$ cat src/rtl/crc_sched_pkg.sv
// Shared types and helpers for the CRC job scheduler: FSM state encoding,
// watchdog offset and the round-robin pick function.
package crc_sched_pkg;

  typedef enum logic [2:0] {
    IDLE,
    LAUNCH,
    WAIT_BUSY,
    WAIT_DONE,
    DELIVER
  } crc_sched_state_t;

  // Watchdog limit is DATAWIDTH plus this many cycles in WAIT_DONE.
  localparam int CRC_SCHED_TIMEOUT = 8;

  localparam int RR_MAX = 8;

  // First set bit at or after pointer, wrapping modulo 8; unused upper bits must be zero.
  function automatic logic [2:0] rr_pick(input logic [RR_MAX-1:0] mask,
                                         input logic [2:0]        pointer);
    logic [2:0] idx;
    logic [2:0] cand;
    logic       found;
    idx   = pointer;
    found = 1'b0;
    for (int i = 0; i < RR_MAX; i++) begin
      cand = pointer + 3'(i);
      if (!found && mask[cand]) begin
        idx   = cand;
        found = 1'b1;
      end
    end
    return idx;
  endfunction

endpackage

$ cat src/rtl/crc_rr_arbiter.sv
// Round-robin requester selection: combinational pick (index and one-hot)
// from the current pointer, plus the pointer register advanced on launch.
module crc_rr_arbiter
  import crc_sched_pkg::*;
#(
  parameter  int NUM_REQ = 4,
  localparam int IW      = $clog2(NUM_REQ)
) (
  input  logic               clk,
  input  logic               reset,
  input  logic [NUM_REQ-1:0] req,
  input  logic               advance,
  input  logic [IW-1:0]      last_idx,
  output logic               any,
  output logic [IW-1:0]      idx,
  output logic [NUM_REQ-1:0] onehot
);

  logic [IW-1:0]     ptr_q;
  logic [RR_MAX-1:0] mask;
  logic [2:0]        pick;

  assign any = |req;

  always_comb begin
    mask   = RR_MAX'(req);
    pick   = rr_pick(mask, 3'(ptr_q));
    idx    = IW'(pick);
    onehot = any ? (NUM_REQ'(1) << idx) : '0;
  end

  // Pointer moves just past the requester that was launched.
  always_ff @(posedge clk or posedge reset) begin
    if (reset) begin
      ptr_q <= '0;
    end else if (advance) begin
      ptr_q <= (last_idx == IW'(NUM_REQ - 1)) ? '0 : last_idx + IW'(1);
    end
  end

endmodule

$ cat src/rtl/crc_job_scheduler.sv
// Shares one bit-serial CRC engine among NUM_REQ requesters, one job in flight.
// Optional watchdog on the engine busy window: define CRC_SCHED_TIMEOUT_EN.
module crc_job_scheduler
  import crc_sched_pkg::*;
#(
  parameter  int NUM_REQ   = 4,
  parameter  int DATAWIDTH = 32,
  parameter  int CRCWIDTH  = 16,
  localparam int IW        = $clog2(NUM_REQ)
) (
  input  logic                              clk,
  input  logic                              reset,
  input  logic [NUM_REQ-1:0]                req,
  input  logic [NUM_REQ*DATAWIDTH-1:0]      reqdata,
  input  logic [NUM_REQ*(CRCWIDTH+1)-1:0]   reqpoly,
  output logic [NUM_REQ-1:0]                grant,
  output logic                              done,
  output logic [IW-1:0]                     doneid,
  output logic [CRCWIDTH-1:0]               crcout,
  output logic                              err,
  output logic                              eng_resetn,
  output logic                              eng_ctrlen,
  output logic [DATAWIDTH-1:0]              eng_datain,
  output logic [CRCWIDTH:0]                 eng_genpoly,
  input  logic [CRCWIDTH-1:0]               eng_crcseq,
  input  logic                              eng_crcready
);

  crc_sched_state_t     state_q, state_d;
  logic [IW-1:0]        idx_q, doneid_q, arb_idx;
  logic [NUM_REQ-1:0]   sel_q, arb_onehot;
  logic [DATAWIDTH-1:0] data_q;
  logic [CRCWIDTH:0]    poly_q;
  logic [CRCWIDTH-1:0]  crc_q;
  logic                 rstn_q, arb_any, start_ok;
  logic                 load, capture, finish;

  crc_rr_arbiter #(.NUM_REQ(NUM_REQ)) u_arb (
    .clk      (clk),
    .reset    (reset),
    .req      (req),
    .advance  (state_q == LAUNCH),
    .last_idx (idx_q),
    .any      (arb_any),
    .idx      (arb_idx),
    .onehot   (arb_onehot)
  );

`ifdef CRC_SCHED_TIMEOUT_EN
  localparam int TO_LIMIT = DATAWIDTH + CRC_SCHED_TIMEOUT;
  localparam int TO_W     = $clog2(TO_LIMIT);

  logic [TO_W-1:0] wd_q;
  logic            err_q, hold_q, expire, kick;

  // Engine reset pulse covers DELIVER and the following cycle after a timeout.
  assign kick       = (state_q == DELIVER) && err_q;
  assign eng_resetn = rstn_q && !kick && !hold_q;
  assign err        = err_q;
  assign start_ok   = !hold_q;

  always_ff @(posedge clk or posedge reset) begin
    if (reset) begin
      wd_q   <= '0;
      err_q  <= 1'b0;
      hold_q <= 1'b0;
    end else begin
      wd_q   <= (state_q == WAIT_DONE) ? wd_q + TO_W'(1) : '0;
      hold_q <= kick;
      if (capture)     err_q <= 1'b0;
      else if (expire) err_q <= 1'b1;
    end
  end
`else
  assign eng_resetn = rstn_q;
  assign err        = 1'b0;
  assign start_ok   = 1'b1;
`endif

  always_ff @(posedge clk or posedge reset) begin
    if (reset) state_q <= IDLE;
    else       state_q <= state_d;
  end

  always_comb begin
    state_d    = state_q;
    grant      = '0;
    eng_ctrlen = 1'b0;
    done       = 1'b0;
    load       = 1'b0;
    capture    = 1'b0;
    finish     = 1'b0;
`ifdef CRC_SCHED_TIMEOUT_EN
    expire     = 1'b0;
`endif
    case (state_q)
      IDLE: begin
        if (arb_any && start_ok) begin
          load    = 1'b1;
          state_d = LAUNCH;
        end
      end
      LAUNCH: begin
        grant      = sel_q;
        eng_ctrlen = 1'b1;
        state_d    = WAIT_BUSY;
      end
      // Engine ready is still high here from before the launch; skip it.
      WAIT_BUSY: state_d = WAIT_DONE;
      WAIT_DONE: begin
        if (eng_crcready) begin
          capture = 1'b1;
          finish  = 1'b1;
          state_d = DELIVER;
        end
`ifdef CRC_SCHED_TIMEOUT_EN
        else if (wd_q == TO_W'(TO_LIMIT - 1)) begin
          expire  = 1'b1;
          finish  = 1'b1;
          state_d = DELIVER;
        end
`endif
      end
      DELIVER: begin
        done    = 1'b1;
        state_d = IDLE;
      end
      default: state_d = IDLE;
    endcase
  end

  always_ff @(posedge clk or posedge reset) begin
    if (reset) begin
      rstn_q   <= 1'b0;
      idx_q    <= '0;
      sel_q    <= '0;
      data_q   <= '0;
      poly_q   <= '0;
      crc_q    <= '0;
      doneid_q <= '0;
    end else begin
      rstn_q <= 1'b1;
      if (load) begin
        idx_q  <= arb_idx;
        sel_q  <= arb_onehot;
        data_q <= reqdata[int'(arb_idx)*DATAWIDTH +: DATAWIDTH];
        poly_q <= reqpoly[int'(arb_idx)*(CRCWIDTH+1) +: CRCWIDTH+1];
      end
      // Result fields hold until the next job finishes.
      if (finish) begin
        crc_q    <= capture ? eng_crcseq : '0;
        doneid_q <= idx_q;
      end
    end
  end

  assign doneid      = doneid_q;
  assign crcout      = crc_q;
  assign eng_datain  = data_q;
  assign eng_genpoly = poly_q;

endmodule
$ cat config.mk
export PLATFORM = sky130hd
export DESIGN_NAME = crc_job_scheduler
export DESIGN_NICKNAME = d
export VERILOG_FILES = /design/src/rtl/crc_sched_pkg.sv /design/src/rtl/crc_rr_arbiter.sv /design/src/rtl/crc_job_scheduler.sv
export SDC_FILE = /design/constraint.sdc
export NUM_CORES = 1
export LEC_CHECK = 0
export ABC_AREA = 1
export CORE_ASPECT_RATIO = 1.2
export CORE_MARGIN = 2
export CORE_UTILIZATION = 35
export CTS_BUF_LIST = sky130_fd_sc_hd__clkbuf_4
export DETAILED_ROUTE_END_ITERATION = 8
export PLACE_DENSITY = 0.82
export SKIP_CTS_REPAIR_TIMING = 1
export SYNTH_ARGS = -nofsm -noshare
export SYNTH_HDL_FRONTEND = slang
export SYNTH_SLANG_ARGS = --single-unit
$ cat constraint.sdc
create_clock -name clk -period 4.05 [get_ports clk]
set_input_delay 0.81 -clock clk [delete_from_list [all_inputs] [get_ports clk]]
set_output_delay 0.81 -clock clk [all_outputs]
set_load 0.02 [all_outputs]
==> impl_metrics.py <==
metrics = {
    "synth": {
        "avgSynthCellArea_um2": 5.98,
        "synth_top_area_share_pct": 35.3,
        "synth_nets": 1158,
        "netlist_area_um2": 5600,
        "ys_ff_latch": 79,
        "yosys-top-cells-area": "dfrtp_1 35%, nand2_1 31%, nand3_1 14%",
        "seq_area_frac_synth_pct": 35.3,
        "synth.distinct_cells": 32,
        "synthCells": 936,
        "synth_top_cell_by_area": "dfrtp_1",
        "synth_warnings": 0,
    },
    "timing": {
        "min_period_over_period_pct": 81.3,
        "setup-tns-final_ns": 0,
        "period_needed_ns": 3.29,
        "max_freq_ghz": 0.304,
        "rsz0062_at_grt": "false",
        "setup_viol": 0,
        "skew_ns": 0.0180,
        "worstMarginPinSlew_ns": 0.933,
        "slew_violations": 0,
        "relSlewSlack_pct": 37.7,
        "hold_violations": 0,
    },
    "floorplan": {
        "die_w_um": 119,
        "rows": 50,
        "initial_core_util_pct": 35.8,
        "coreArea_um2": 15600,
        "io_pins": 294,
        "dieArea_um2": 17000,
        "die_y_um": 143,
    },
    "run": {
        "cap_violations": 0,
    },
    "worst_hold_path": {
        "min_from": "eng_datain[2]",
        "min_path_type": "reg -> reg",
        "hold_depth": 2,
    },
    "cells_and_area": {
        "drive_above_1_share_pct": 3.68,
        "nNetsFinal": 1414,
        "final_cell_area_um2": 8800,
        "stdcell_count": 1406,
        "post-route-util_pct": 56.2,
        "area.growth.synth_to_final_pct": 57.0,
        "fill_cells": 1528,
    },
    "worst_setup_path": {
        "critPathLaunchType": "flip-flop",
        "worstPathRequired_ns": 4.42,
        "reg2reg_from": "u_arb.ptr_q[0]",
        "crit_path_max_fanout": 50,
        "reg2reg_depth": 16,
        "cp_cell_sequence": "inv_4 -> ha_1 -> inv_1 -> nand3_1 -> nand3_1 -> nand4_1 -> nand2_1 -> nand2_1 -> nand2_1 -> nor2_1 -> nor2_4 -> buf_4 -> nand3_1 -> nand2_1 -> nand2_1 -> nand2_1",
        "crit_top_cell": "nand2_1",
        "worstPathArrival_ns": 3.66,
        "critPathCaptureType": "flip-flop",
        "critPathKind": "reg -> reg",
        "slowest_stage": "dfrtp_1",
        "crit_start": "u_arb.ptr_q[0]",
        "max_stage_delay_ns": 0.62,
    },
    "detailed_routing": {
        "first_iter_violations": 395,
        "dr_total_vias": 6617,
        "drc": 0,
        "via_per_inst": 4.71,
        "drt_pass1_iterations": 5,
        "ant_nets": 0,
        "wl_mm": 19.8,
        "routedWlPerCell_um": 14.1,
    },
    "cts": {
        "clk_latency_ns": 0.44,
        "cts_buffers": 9,
        "clk_pin_slew_ns": 0.14,
        "clock-sinks": 79,
        "clockBufferDepth": 2,
        "cts_htree_levels": 3,
        "cts_tree": "built",
        "root_buffer": "clkbuf_4",
    },
    "global_routing": {
        "grt_pass1_wl_mm": 30.9,
        "grt.total_usage_pct": 22.8,
        "grt_overflow": 0,
        "grt_pass1_vias": 6305,
        "antenna_found_initial": 1,
        "grt_start_max_net_pins": 86,
    },
    "placement": {
        "portBuffers": 292,
        "gp_congestion": 0.882,
        "placed_area_um2": 8650,
        "place_hpwl_mm": 14.3,
        "placedCellCount": 1389,
    },
    "pwr": {
        "powerDensity_nw_per_um2": 937,
        "ir_drop_mv": 0.676,
        "power.leakage_nw": 4.71,
    },
    "run_status": {
        "status": "complete, no violations",
    },
}
==> registers in the layout, summed over array words and instances (netlist names) <==
register	count
crcout	16
idx_q	2
eng_datain	32
state_q	3
u_arb.ptr_q	2
sel_q	4
doneid	2
eng_resetn	1
eng_genpoly	17
==> where the power goes <==
| part | internal (mW) | switching, mW | leakage, nW |
|---|---|---|---|
| Combinational | 2.31 | 4.05 | 3.65 |
| Clock | 0.146 | 0.344 | 0.0746 |
| Sequential | 1.17 | 0.214 | 0.987 |
| Total | 3.63 | 4.61 | 4.71 |
==> worst max-delay path: cells and delay by family (launching register included) <==
family                     cells  cell delay, ns
adders and majority gates      1            0.42
buffers and inverters          3            0.78
DFF                            1            0.62
and+or+nand+nor               12            1.39
==> cell families (layout without fill, tap and decap cells) <==
kind of cell             after synthesis  count (layout)  synth area share [%]
adder cells (fa/ha/maj)                3               3                 0.670
AND/OR/NAND/NOR                      656             656                  48.9
AO/OA/AOI/OAI                         18              18                  1.85
other                                  2               3                 0.134
buffers and inverters                178             439                  13.2
flip-flops                            79              79                  35.3
==> layer usage <==
metal,routed length [µm],part of all wire [%],up-vias,global-route usage (%)
met1,7690,39,2909,25.6
met5,0,0,-,0
met2,9710,49,308,40.5
met4,741,3.7,0,10.5
li1,-,-,3351,-
met3,1650,8.3,49,5.45
==> area by class of cell <==
cell class	count	area, µm²	share of cell area (%)
antenna	1	2.50	0.0284
inverter	122	462	5.25
timing repair buffer	301	3050	34.7
multi-input combinational	679	2900	32.9
sequential	79	1980	22.5
clock inverter	7	77.6	0.882
tap	208	260	2.96
clock buffer	9	67.6	0.768
==> path summary, 6_finish.rpt <==
check | end | slack [ns]
max | eng_datain[1] | 0.76
min | eng_datain[2] | 0.50
max reg2reg | eng_datain[1] | 0.76
min reg2reg | eng_datain[2] | 0.50
max in group asynchronous | eng_datain[18] | 2.72
min in group asynchronous | crcout[5] | 0.59
==> synthesized netlist by cell type <==
| cell type | count |
|---|---|
| nand2_1 | 470 |
| dfrtp_1 | 79 |
| inv_1 | 118 |
| nand3_1 | 158 |
| nand2_4 | 2 |
| a21oi_1 | 3 |
| o21ai_0 | 7 |
| conb_1 | 2 |
| buf_2 | 30 |
| nand4_4 | 1 |
| nand4_1 | 1 |
| nor3_1 | 4 |
| buf_4 | 6 |
| o21ai_1 | 1 |
| clkbuf_1 | 15 |
| a21oi_2 | 1 |
| o211ai_1 | 1 |
| nor2_4 | 1 |
| buf_6 | 1 |
| clkinv_1 | 1 |
| nand3_2 | 2 |
| nor4_1 | 1 |
| o31ai_1 | 1 |
| nand2_2 | 3 |
| nor2_2 | 3 |
| nor2_1 | 10 |
| buf_1 | 4 |
| a31oi_1 | 1 |
| o22ai_1 | 3 |
| ha_1 | 3 |
| inv_4 | 1 |
| inv_2 | 2 |
==> placed cells by master, fill, tap and decap left out, drive strengths merged <==
cell,instances
nand2,475
clkdlybuf4s50,292
nand3,160
inv,123
dfrtp,79
nor2,14
clkbuf,9
buf,9
o21ai,8
clkinv,5
nor3,4
a21oi,4
o22ai,3
ha,3
conb,2
nand4,2
diode,1
o211ai,1
a31oi,1
nor4,1
o31ai,1
clkinvlp,1
==> per-stage QoR <==
| step | worst slack (ns) | hold WS (ns) | power, mW |
|---|---|---|---|
| after detailed placement | 0.565 | 0.464 | 7.75 |
| after global placement | 0.646 | 0.460 | 7.67 |
| after global routing | 0.412 | 0.520 | 9.06 |
| final | 0.759 | 0.497 | 8.24 |
| after floorplan | 1.22 | 0.462 | 5.80 |
| after CTS | 0.764 | 0.499 | 8.28 |
(Power assumes the default switching activity.)
